## src/rtl/comparator_seq.sv

```systemverilog
// Wide equal/less-than compare resolved MSB-chunk-first on a shared CHUNK-bit
// combinational comparator, stopping at the first unequal chunk.
module comparator_seq #(
  parameter int WIDTH = 128,
  parameter int CHUNK = 32
) (
  input  logic             clk,
  input  logic             reset,
  input  logic             Start,
  input  logic [WIDTH-1:0] A,
  input  logic [WIDTH-1:0] B,
  input  logic             Sgnd,
  input  logic             Flush,
  output logic             Busy,
  output logic             Done,
  output logic [1:0]       Flags,
  output logic [CHUNK-1:0] CmpA,
  output logic [CHUNK-1:0] CmpB,
  output logic             CmpSgnd,
  input  logic [1:0]       CmpFlags
);

  localparam int NCHUNK = WIDTH / CHUNK;
  localparam int IDX_W  = $clog2(NCHUNK);
  localparam logic [IDX_W-1:0] LAST = IDX_W'(NCHUNK - 1);

  localparam logic [1:0] S_IDLE = 2'd0;
  localparam logic [1:0] S_RUN  = 2'd1;
  localparam logic [1:0] S_DONE = 2'd2;

  logic [1:0]       r_state;
  logic [IDX_W-1:0] r_idx;
  logic [1:0]       r_flags;
  logic [WIDTH-1:0] r_a;
  logic [WIDTH-1:0] r_b;
  logic             r_sgnd;

  logic w_accept;
  logic w_eq;
  logic w_lt;

  // Start is only honoured outside RUN, and Flush vetoes it.
  assign w_accept = (r_state != S_RUN) && Start && !Flush;
  assign w_eq     = CmpFlags[1];
  assign w_lt     = CmpFlags[0];

  always_ff @(posedge clk) begin
    if (reset) begin
      r_state <= S_IDLE;
      r_idx   <= '0;
      r_flags <= 2'b00;
    end else begin
      case (r_state)
        S_IDLE, S_DONE: begin
          if (w_accept) begin
            r_state <= S_RUN;
            r_idx   <= LAST;
          end else begin
            r_state <= S_IDLE;
          end
        end
        S_RUN: begin
          if (Flush) begin
            r_state <= S_IDLE;
          end else if (!w_eq) begin
            r_flags <= {1'b0, w_lt};
            r_state <= S_DONE;
          end else if (r_idx == '0) begin
            r_flags <= 2'b10;
            r_state <= S_DONE;
          end else begin
            r_idx <= r_idx - 1'b1;
          end
        end
        default: r_state <= S_IDLE;
      endcase
    end
  end

  // Operand latches carry no reset; they are only observed while in RUN.
  always_ff @(posedge clk) begin
    if (!reset && w_accept) begin
      r_a    <= A;
      r_b    <= B;
      r_sgnd <= Sgnd;
    end
  end

  always_comb begin
    CmpA    = '0;
    CmpB    = '0;
    CmpSgnd = 1'b0;
    if (r_state == S_RUN) begin
      CmpA    = r_a[r_idx*CHUNK +: CHUNK];
      CmpB    = r_b[r_idx*CHUNK +: CHUNK];
      // Only the top chunk carries the sign; lower chunks are magnitude bits.
      CmpSgnd = r_sgnd && (r_idx == LAST);
    end
  end

  assign Busy  = (r_state == S_RUN);
  assign Done  = (r_state == S_DONE);
  assign Flags = r_flags;

endmodule

```

## config.mk

```make
export PLATFORM = sky130hd
export DESIGN_NAME = comparator_seq
export DESIGN_NICKNAME = d
export VERILOG_FILES = /design/src/rtl/comparator_seq.sv
export SDC_FILE = /design/constraint.sdc
export NUM_CORES = 1
export LEC_CHECK = 0
export ABC_AREA = 0
export CORE_ASPECT_RATIO = 1.2
export CORE_MARGIN = 5
export CORE_UTILIZATION = 49
export CTS_BUF_LIST = sky130_fd_sc_hd__clkbuf_16
export CTS_CLUSTER_SIZE = 16
export DETAILED_ROUTE_END_ITERATION = 10
export PLACE_DENSITY_LB_ADDON = 0.1
export SETUP_SLACK_MARGIN = 0.02
export SLEW_MARGIN = 20
export SYNTH_ARGS = -nofsm -noshare
export SYNTH_HDL_FRONTEND = slang
export SYNTH_SLANG_ARGS = --single-unit
export TNS_END_PERCENT = 100
```

## constraint.sdc

```tcl
create_clock -name clk -period 23.7 [get_ports clk]
set_clock_uncertainty 0.15 [all_clocks]
set_input_delay 3.555 -clock clk [delete_from_list [all_inputs] [get_ports clk]]
set_output_delay 3.555 -clock clk [all_outputs]
set_load 0.02 [all_outputs]
```

==> flow_metrics.env <==
export IMPL_crit_path_end_kind="output pin"
export IMPL_wire_per_inst_um=21.9
export IMPL_area_growth_pct=44.9
export IMPL_maxSlewViolCount=0
export IMPL_finalCritPeriodShare_pct=29.7
export IMPL_die_x_um=140
export IMPL_dpl_worst_slack_ns=16.85
export IMPL_hp_class="reg2reg"
export IMPL_clockRootBuffer="clkbuf_16"
export IMPL_synth_seq_cells=263
export IMPL_synth_nets=704
export IMPL_htree_levels=1
export IMPL_rr_startpoint="r_state[1]"
export IMPL_path_class="reg2out"
export IMPL_power_density_mw_per_mm2=72.6
export IMPL_firstDrtPassIters=5
export IMPL_cp_slowest_cell="dfxtp_4"
export IMPL_postCtsSetupBuffers=0
export IMPL_ys_types=26
export IMPL_fin_util_pct=71.7
export IMPL_leakage_uw=0.00475
export IMPL_finalSetupViolations=0
export IMPL_clock_sinks=263
export IMPL_rows=57
export IMPL_ios=332
export IMPL_antenna_left=0
export IMPL_hpwl_um=16300
export IMPL_grt_overflow_total=0
export IMPL_tightest_slew_ns=1.07
export IMPL_clk_pin_slew_ns=0.07
export IMPL_fp_dieH_um=166
export IMPL_ys_warn_count=0
export IMPL_timing_rr_end="r_a[43]"
export IMPL_insertion_delay_ns=0.51
export IMPL_timing_final_ws_setup_ns=16.67
export IMPL_hold_path_cell_count=2
export IMPL_crit_path_cell_trace="buf_4 > mux4_2 > and2_1 > clkdlybuf4s50_1"
export IMPL_drt_iter0_markers=447
export IMPL_route_vias_total=5557
export IMPL_min_from="Flags[0]"
export IMPL_cap_viol_max_count=0
export IMPL_outcome="completed"
export IMPL_slew_headroom_pct=28.6
export IMPL_required_ns=20.00
export IMPL_netlist_instances=439
export IMPL_antenna_found_initial=6
export IMPL_routed_wl_um=23500
export IMPL_clock_path_buffers=3
export IMPL_worst_endpoint_arrival_ns=3.32
export IMPL_hold_viol_final=0
export IMPL_syn_avg_cell_area_um2=22.7
export IMPL_grt_max_degree=88
export IMPL_layout_commonest_cell="clkdlybuf4s50_1"
export IMPL_path_buf_inv=2
export IMPL_drc_errors=0
export IMPL_finalSetupTns_ns=0
export IMPL_holdPathEnd="Flags[0]"
export IMPL_port_buffers=331
export IMPL_irDropWorstVdd_mv=0.0669
export IMPL_viasPerCell=5.18
export IMPL_numCtsBuffers=27
export IMPL_ff2ff_path_depth=3
export IMPL_period_needed_ns=7.03
export IMPL_r2r_slack_ns=20.95
export IMPL_grt_pass1_wl_um=35100
export IMPL_synth_seq_area_share_pct=78.5
export IMPL_nets=1047
export IMPL_grt_usage_pct=19.6
export IMPL_gp_congestion=0.809
export IMPL_mappedNetlistArea_mm2=0.00998
export IMPL_cts_hold_buf=0
export IMPL_drive_above_1_share_pct=14.3
export IMPL_crit_fanout=34
export IMPL_path_delay_family="buffers and inverters"
export IMPL_cts_tree="done"
export IMPL_slowest_delay_ns=0.79
export IMPL_core_area_mm2=0.0202
export IMPL_initial_utilization_pct=49.5
export IMPL_fmaxAchievable_ghz=0.142
export IMPL_final_cell_mix="clkdlybuf4s50_1, edfxtp_1, mux4_2, and2_1, clkbuf_16"
export IMPL_crit_path_start_kind="flip-flop"
export IMPL_cts_resized=0
export IMPL_rsz0062_at_grt="false"
export IMPL_die_area_mm2=0.0233
export IMPL_grt_pass1_vias=6362
-- area by class of cell --
type / instances / area [µm²]
fill: 1236 / 5720
timing repair buffer: 335 / 3360
antenna: 6 / 15.0
sequential: 263 / 7850
inverter: 5 / 21.3
clock buffer: 27 / 676
clock inverter: 22 / 218
tap: 265 / 332
multi-input combinational: 150 / 2000
-- worst max path at each step --
stage                         from  depth (start not counted)  slack, ns       end
after floorplan              Flush                          2      13.42    r_a[0]
after global placement       Flush                          4      17.01    r_a[0]
after detailed placement     Flush                          4      16.85    r_a[0]
after CTS                 r_idx[0]                          4      16.54  CmpA[12]
after global routing      r_idx[0]                          4      16.37   CmpB[2]
final                     r_idx[0]                          4      16.67   CmpA[2]
-- registers in the layout, summed over array words and instances, names as in the netlist --
| signal | count |
|---|---|
| r_idx | 2 |
| Flags | 2 |
| r_state | 2 |
| r_sgnd | 1 |
| r_a | 128 |
| r_b | 128 |
-- synthesized netlist by cell type (all sizes together) --
master  instances  area [µm²]
a211oi          1        7.51
a21oi           2        10.0
a311o           1        10.0
a31oi           1        6.26
and2           64         400
and3            1        6.26
and4            2        17.5
buf            14        98.8
clkbuf          7        27.5
dfxtp           6         120
edfxtp        257        7720
ha              2        25.0
inv             5        18.8
mux4           64        1440
nand2           1        3.75
nand2b          1        6.26
nor2b           3        18.8
nor3            2        10.0
nor4            1        6.26
nor4b           1        8.76
o21ai           1        5.00
o31ai           1        7.51
o41ai           1        8.76
-- stage by stage --
| stage | power (µW) | hold slack, ns | cell area [µm²] | instances |
|---|---|---|---|---|
| 2_1_floorplan | 584 | 0.360 | 9980 | 439 |
| 3_3_place_gp | 638 | 0.322 | 13500 | 1017 |
| 3_5_place_dp | 641 | 0.332 | 13500 | 1017 |
| 4_1_cts | 1060 | 0.344 | 14400 | 1066 |
| 5_1_grt | 1090 | 0.363 | 14500 | 1073 |
| 6_report | 1050 | 0.341 | 14500 | 1073 |
-- tightest hold or removal path: stages, from the launching register on --
cell	delay, ns
dfxtp_1	0.32
o31ai_1	0.06
a21oi_1	0.06
-- where the power goes --
group	internal, µW	total, µW	switching, µW
clock network	251	420	169
registers	526	536	9.24
logic	64.6	94.4	29.9
total	842	1050	208
-- cell families after synthesis --
kind of cell,count (synthesis),synth area share [%]
and+or+nand+nor,76,4.79
buffers and inverters,26,1.45
AOI/OAI and AO/OA,8,0.552
DFF,263,78.5
adders and majority gates,2,0.251
muxes,64,14.4
-- per-layer routing --
metal / up-vias / routed length, µm / GRT usage [%]
li1: 2492 / - / -
met1: 2752 / 7960 / 22.5
met2: 258 / 12700 / 34.8
met3: 55 / 2030 / 4.55
met4: 0 / 881 / 8.68
met5: - / 0 / 0
Power figures use the tool's default switching activity.
